`src/rtl/mux_select_sequencer_if.sv`:
```
// Token stream bundle between mux_select_sequencer and fifo_mux2.
//   select        token value: 0 = stream a, 1 = stream b
//   select_valid  token valid (driven by the sequencer)
//   select_ready  downstream accepts the token (driven by the consumer)
//   layer         layer index of the current token
//   elem          element index of the current token within its layer
//   last_elem     current token is the last element of its layer
interface mux_select_sequencer_if #(
  parameter int LAYER_W = 4,
  parameter int ELEM_W  = 4
);
  logic               select;
  logic               select_valid;
  logic               select_ready;
  logic [LAYER_W-1:0] layer;
  logic [ELEM_W-1:0]  elem;
  logic               last_elem;

  modport master (
    output select, select_valid, layer, elem, last_elem,
    input  select_ready
  );

  modport slave (
    input  select, select_valid, layer, elem, last_elem,
    output select_ready
  );
endinterface

```
`src/rtl/mux_select_sequencer.sv`:
```
// mux_select_sequencer
// Generates the select token stream for fifo_mux2 in the layer-multiplexed
// datapath. One pass issues VECTOR_LEN tokens with select=0 (layer 0, the
// external input) followed by (NUM_LAYERS-1)*VECTOR_LEN tokens with select=1
// (fed-back layer outputs).
// Ports:
//   clk    in   rising-edge clock
//   rst    in   synchronous active-high reset
//   start  in   request a new pass (only honoured while idle)
//   abort  in   cancel the pass in progress
//   busy   out  a pass is being issued
//   done   out  one-cycle pulse after the final token is accepted
//   tok    master side of the token stream (select/valid/ready/layer/elem/last_elem)
module mux_select_sequencer #(
  parameter int NUM_LAYERS = 3,
  parameter int VECTOR_LEN = 4,
  parameter int LAYER_W    = 4,
  parameter int ELEM_W     = 4
) (
  input  logic                   clk,
  input  logic                   rst,
  input  logic                   start,
  input  logic                   abort,
  output logic                   busy,
  output logic                   done,
  mux_select_sequencer_if.master tok
);

  typedef enum logic [1:0] {IDLE, ISSUE, DONE} state_t;

  localparam logic [LAYER_W-1:0] LAYER_LAST = LAYER_W'(NUM_LAYERS - 1);
  localparam logic [ELEM_W-1:0]  ELEM_LAST  = ELEM_W'(VECTOR_LEN - 1);
  // With one-element layers every token closes its layer.
  localparam logic               FIRST_LAST = (VECTOR_LEN == 1);

  state_t             state_q, state_d;
  logic               select_q, select_d;
  logic               valid_q, valid_d;
  logic [LAYER_W-1:0] layer_q, layer_d;
  logic [ELEM_W-1:0]  elem_q, elem_d;
  logic               last_q, last_d;
  logic               busy_q, busy_d;
  logic               done_q, done_d;
  logic [ELEM_W-1:0]  elem_inc;

  assign elem_inc = elem_q + ELEM_W'(1);

  // State and output registers; every output comes straight from a flop.
  always_ff @(posedge clk) begin
    if (rst) begin
      state_q  <= IDLE;
      select_q <= 1'b0;
      valid_q  <= 1'b0;
      layer_q  <= '0;
      elem_q   <= '0;
      last_q   <= 1'b0;
      busy_q   <= 1'b0;
      done_q   <= 1'b0;
    end else begin
      state_q  <= state_d;
      select_q <= select_d;
      valid_q  <= valid_d;
      layer_q  <= layer_d;
      elem_q   <= elem_d;
      last_q   <= last_d;
      busy_q   <= busy_d;
      done_q   <= done_d;
    end
  end

  // Next-state and next-output logic. Token fields hold by default, which
  // gives the stall behaviour for free when select_ready is low. Outside a
  // pass the token fields are parked at zero.
  always_comb begin
    state_d  = state_q;
    select_d = select_q;
    valid_d  = valid_q;
    layer_d  = layer_q;
    elem_d   = elem_q;
    last_d   = last_q;
    busy_d   = busy_q;
    done_d   = 1'b0;

    unique case (state_q)
      IDLE: begin
        if (start && !abort) begin
          state_d  = ISSUE;
          select_d = 1'b0;
          valid_d  = 1'b1;
          layer_d  = '0;
          elem_d   = '0;
          last_d   = FIRST_LAST;
          busy_d   = 1'b1;
        end
      end

      ISSUE: begin
        if (abort) begin
          state_d  = IDLE;
          select_d = 1'b0;
          valid_d  = 1'b0;
          layer_d  = '0;
          elem_d   = '0;
          last_d   = 1'b0;
          busy_d   = 1'b0;
        end else if (tok.select_ready) begin
          if (elem_q != ELEM_LAST) begin
            elem_d = elem_inc;
            last_d = (elem_inc == ELEM_LAST);
          end else if (layer_q != LAYER_LAST) begin
            // Every layer after the first is fed back, so select goes high.
            layer_d  = layer_q + LAYER_W'(1);
            elem_d   = '0;
            select_d = 1'b1;
            last_d   = FIRST_LAST;
          end else begin
            state_d  = DONE;
            select_d = 1'b0;
            valid_d  = 1'b0;
            layer_d  = '0;
            elem_d   = '0;
            last_d   = 1'b0;
            busy_d   = 1'b0;
            done_d   = 1'b1;
          end
        end
      end

      DONE: begin
        state_d = IDLE;
      end

      default: begin
        state_d = IDLE;
      end
    endcase
  end

  assign tok.select       = select_q;
  assign tok.select_valid = valid_q;
  assign tok.layer        = layer_q;
  assign tok.elem         = elem_q;
  assign tok.last_elem    = last_q;
  assign busy             = busy_q;
  assign done             = done_q;

endmodule

```
`src/flat_wrapper.sv`:
```
// flat-port wrapper written by rule: the top's interface ports become plain ports
module mux_select_sequencer_flat 
#(
  parameter int NUM_LAYERS = 3,
  parameter int VECTOR_LEN = 4,
  parameter int LAYER_W    = 4,
  parameter int ELEM_W     = 4
)
  (clk, rst, start, abort, busy, done, tok_select, tok_select_valid, tok_layer, tok_elem, tok_last_elem, tok_select_ready);
  mux_select_sequencer_if #(.LAYER_W(LAYER_W), .ELEM_W(ELEM_W)) tok_i ();
  input  logic clk;
  input  logic rst;
  input  logic start;
  input  logic abort;
  output logic busy;
  output logic done;
  output wire logic [$bits(tok_i.select)-1:0] tok_select;
  output wire logic [$bits(tok_i.select_valid)-1:0] tok_select_valid;
  output wire logic [$bits(tok_i.layer)-1:0] tok_layer;
  output wire logic [$bits(tok_i.elem)-1:0] tok_elem;
  output wire logic [$bits(tok_i.last_elem)-1:0] tok_last_elem;
  input wire logic [$bits(tok_i.select_ready)-1:0] tok_select_ready;
  assign tok_select = tok_i.select;
  assign tok_select_valid = tok_i.select_valid;
  assign tok_layer = tok_i.layer;
  assign tok_elem = tok_i.elem;
  assign tok_last_elem = tok_i.last_elem;
  assign tok_i.select_ready = tok_select_ready;
  mux_select_sequencer #(.NUM_LAYERS(NUM_LAYERS), .VECTOR_LEN(VECTOR_LEN), .LAYER_W(LAYER_W), .ELEM_W(ELEM_W)) u_core (.clk(clk), .rst(rst), .start(start), .abort(abort), .busy(busy), .done(done), .tok(tok_i));
endmodule
```
`config.mk`:
```
export PLATFORM = sky130hd
export DESIGN_NAME = mux_select_sequencer_flat
export DESIGN_NICKNAME = d
export VERILOG_FILES = /design/src/rtl/mux_select_sequencer_if.sv /design/src/rtl/mux_select_sequencer.sv /design/src/flat_wrapper.sv
export SDC_FILE = /design/constraint.sdc
export NUM_CORES = 1
export LEC_CHECK = 0
export ABC_AREA = 1
export CORE_ASPECT_RATIO = 1.25
export CORE_MARGIN = 2
export CORE_UTILIZATION = 31
export CTS_BUF_LIST = sky130_fd_sc_hd__clkbuf_8
export CTS_CLUSTER_DIAMETER = 60
export DETAILED_ROUTE_END_ITERATION = 12
export PLACE_DENSITY = 0.61
export SYNTH_ARGS = -nofsm -noshare
export SYNTH_HDL_FRONTEND = slang
export SYNTH_SLANG_ARGS = --single-unit
```
`constraint.sdc`:
```
create_clock -name clk -period 1.95 [get_ports clk]
set_clock_uncertainty 0.05 [all_clocks]
set_input_delay 0.2925 -clock clk [delete_from_list [all_inputs] [get_ports clk]]
set_output_delay 0.2925 -clock clk [all_outputs]
set_load 0.05 [all_outputs]
```
==> flow_summary_export.csv <==
group,metric,value,unit
placement,port_buffers,17,
synthesis,postSynthCellCount,118,
cts,htree_levels,1,
timing,timing_hold_violations_final,0,
worst_setup_path,r2r-end,"u_core.state_q[0]$_SDFFE_PP0P_",
timing,max_freq,541,MHz
final_layout,fillers,273,
timing,grt_setup_unrepaired,"no",
die,io_pins,18,
synthesis,yosysUniqueCellTypes,22,
placement,dp_slack,0.268,ns
synthesis,synth_ff_type,"dfxtp_1",
synthesis,synth_compound_area_share,9.18,%
final_layout,multi_input_area,453,um^2
final_layout,layout.nets,148,
drt,drt_wl_total,1680,um
worst_setup_path,cp_top_family,"buffers and inverters",
synthesis,yosysTopAreaCell,"dfxtp_1",
global_route,use_met3,2.96,%
timing,post-route-worst-setup-slack,0.100,ns
power_and_ir_drop,leakagePower,0.436,nW
cts,post_cts.repair.setup_buffers,0,
worst_setup_path,critPathRequiredTime,1.61,ns
die,die_h,61.0,um
synthesis,seq_area_frac_synth,34.8,%
worst_setup_path,path_buf_inv,1,
final_layout,layout.area.seq,280,um^2
drt,drt_iter0_drc,20,
synthesis,synthTopCellsByCount,"nand2_1, nor2_1, dfxtp_1",
timing,relSlewSlack,66.8,%
drt,route.detailed.drc,0,
worst_setup_path,end_kind,"output port",
timing,finalSetupTns,0,ns
cts,worstSkewPairLatency,0.24,ns
drt,drt_first_pass_iters,4,
worst_hold_path,min-delay-start,"u_core.tok.select$_SDFFE_PP0P_",
synthesis,synth-edff-count,0,
cts,cts.sinks,14,
power_and_ir_drop,peakVddDrop,0.000380,V
final_layout,final_core_util,42.8,%
worst_hold_path,hp-class,"register to register",
synthesis,synth.most_common_cell,"nand2_1",
global_route,grt_pass1_wl,2860,um
global_route,grt_use_met1,15.0,%
die,initial_core_util,32.8,%
worst_setup_path,critPathSlowestCell,"clkdlybuf4s50_1",
timing,final_max_slew_viol_count,0,
placement,dpl.hpwl,1390,um
synthesis,synth_top_area_share,34.8,%
worst_setup_path,worstSetupStartpointType,"register",
global_route,busiest_layer,"met2",
synthesis,muxShareOfSynthArea,0,%
cts,cts-root-buf,"clkbuf_8",
power_and_ir_drop,powerDensity,698,nW/um^2
cts,cts_buffers,3,
timing,fin_crit_sh,94.8,%
global_route,track_usage,12.4,%
global_route,grt_pass1_vias,674,
final_layout,drive_above_1_share,13.1,%
drt,via_per_inst,4.66,
worst_setup_path,cp_max_fo,6,
worst_setup_path,regToRegSetupSlack,0.52,ns
placement,place_congestion,0.800,
synthesis,ys_seq_elements,14,
worst_setup_path,reg2reg_depth,6,
synthesis,synth.area.top_cells,"dfxtp_1, nand2_1, nor2_1",
synthesis,synth-simple-area-share,39.8,%
die,die_x,49.6,um
die,core-area,2450,um^2
worst_setup_path,crit_path_max_incr_delay,0.84,ns
synthesis,avgSynthCellArea,6.82,um^2
global_route,use_met2,22.3,%
synthesis,synth_xor_area_share,1.09,%
worst_hold_path,whs_path_depth,2,
final_layout,syn2layout_area_growth,30.3,%
die,die-area,3020,um^2
timing,setup_violations,0,
global_route,overflow,0,
outcome,status,"finished clean",
final_layout,n_antenna_cell,0,
drt,wl_per_cell,9.89,um
timing,worst_pin_slew,0.496,ns
drt,vias,793,
cts,cts_hold_buf,0,
cts,cts_buffer_depth,2,
timing,min_period,1.85,ns
synthesis,synth_warnings,0,
synthesis,syn_area,805,um^2
cts,cts_tree,"done",
synthesis,synthArstFlopShare,0,%
worst_setup_path,r2r-start,"u_core.tok.elem[1]$_SDFFE_PP0P_",
synthesis,synth_top_family_by_area,"simple AND/OR/NAND/NOR gates",
worst_setup_path,worstPathCellList,"clkdlybuf4s50_1",
synthesis,syn_nets,127,
worst_setup_path,path_class,"register to output port",
synthesis,synth_fa_ha_area_share,6.22,%
die,std_cell_rows,20,
worst_hold_path,min_to,"u_core.tok.select$_SDFFE_PP0P_",
drt,drtAntennaViolNets,0,
cts,post_cts_resized,0,
job,drv_cap,0,
cts,cts.clk_slew.worst_paths,0.06,ns
worst_setup_path,cp.arrival,1.51,ns
global_route,grt_max_degree,9,
global_route,antenna_found_initial,0,
-- worst max path at each step --
stage	cells past startpoint	from	to	slack (ns)
2_1_floorplan	6	u_core.tok.elem[1]$_SDFFE_PP0P_	u_core.state_q[0]$_SDFFE_PP0P_	0.28
3_3_place_gp	7	abort	u_core.tok.layer[0]$_SDFFE_PP0P_	0.28
6_report	1	u_core.tok.layer[1]$_SDFFE_PP0P_	tok_layer[1]	0.10
5_1_grt	1	u_core.tok.layer[0]$_SDFFE_PP0P_	tok_layer[0]	0.04
4_1_cts	1	u_core.tok.elem[0]$_SDFFE_PP0P_	tok_elem[0]	0.09
3_5_place_dp	8	abort	u_core.tok.last_elem$_SDFFE_PP0P_	0.27
-- state kept, by name, indices dropped and copies added (netlist names) --
| register | count |
|---|---|
| u_core.tok.elem | 4 |
| u_core.tok.layer | 4 |
| u_core.state_q | 2 |
| u_core.done | 1 |
| u_core.tok.last_elem | 1 |
| u_core.tok.select | 1 |
| u_core.tok.select_valid | 1 |
-- metal layers --
layer,vias up,share of wire [%]
li1,414,-
met1,358,46
met2,19,49
met3,2,4.4
met4,0,0.77
met5,-,0
-- final cells by class --
type / instances / area share (%)
clock buffers: 3 / 3.94
inverters: 16 / 5.73
multi-input cells: 86 / 43.2
flip-flops and latches: 14 / 26.7
well taps: 33 / 3.94
repair buffers: 18 / 16.5
-- cells by family after synthesis --
group | count (synthesis)
flops | 14
xor+xnor | 1
buf+inv | 18
fa+ha+maj | 4
compound gates | 14
simple gates | 67
-- tightest hold or removal path: stages, from the launching register on --
cell	delay, ns
dfxtp_1	0.32
nor2_1	0.05
nor2_1	0.08
-- through the flow --
step,std cells,hold slack (ns),instance area (um^2),power (W)
6_report,170,0.431,1050,0.000732
5_1_grt,170,0.459,1050,0.000764
4_1_cts,170,0.433,1050,0.000737
3_5_place_dp,167,0.418,1010,0.000502
3_3_place_gp,167,0.419,1010,0.000501
2_1_floorplan,118,0.386,805,0.000450
-- power by group --
group	switching [W]	internal [W]	total (W)	leakage [nW]
Sequential	0.0000155	0.000300	0.000315	0.114
Clock	0.000100	0.000136	0.000237	0.0216
Combinational	0.000118	0.0000617	0.000180	0.301
-- cells in the final DEF (no fill, tap or decap) --
| master | n |
|---|---|
| buf_4 | 3 |
| clkbuf_8 | 3 |
| nand3b_1 | 1 |
| nand4_1 | 3 |
| nor2_1 | 18 |
| nor2_4 | 2 |
| xnor2_1 | 1 |
| dfxtp_1 | 14 |
| nand2_1 | 28 |
| nand2_2 | 3 |
| o21ai_0 | 2 |
| nand3_4 | 1 |
| o21ai_1 | 1 |
| inv_2 | 3 |
| o21ai_2 | 1 |
| a21oi_1 | 10 |
| nand2_4 | 1 |
| nand3_1 | 7 |
| inv_1 | 13 |
| ha_1 | 4 |
| nor3_1 | 2 |
| nor2_2 | 1 |
| clkdlybuf4s50_1 | 15 |
(Power assumes the default switching activity.)
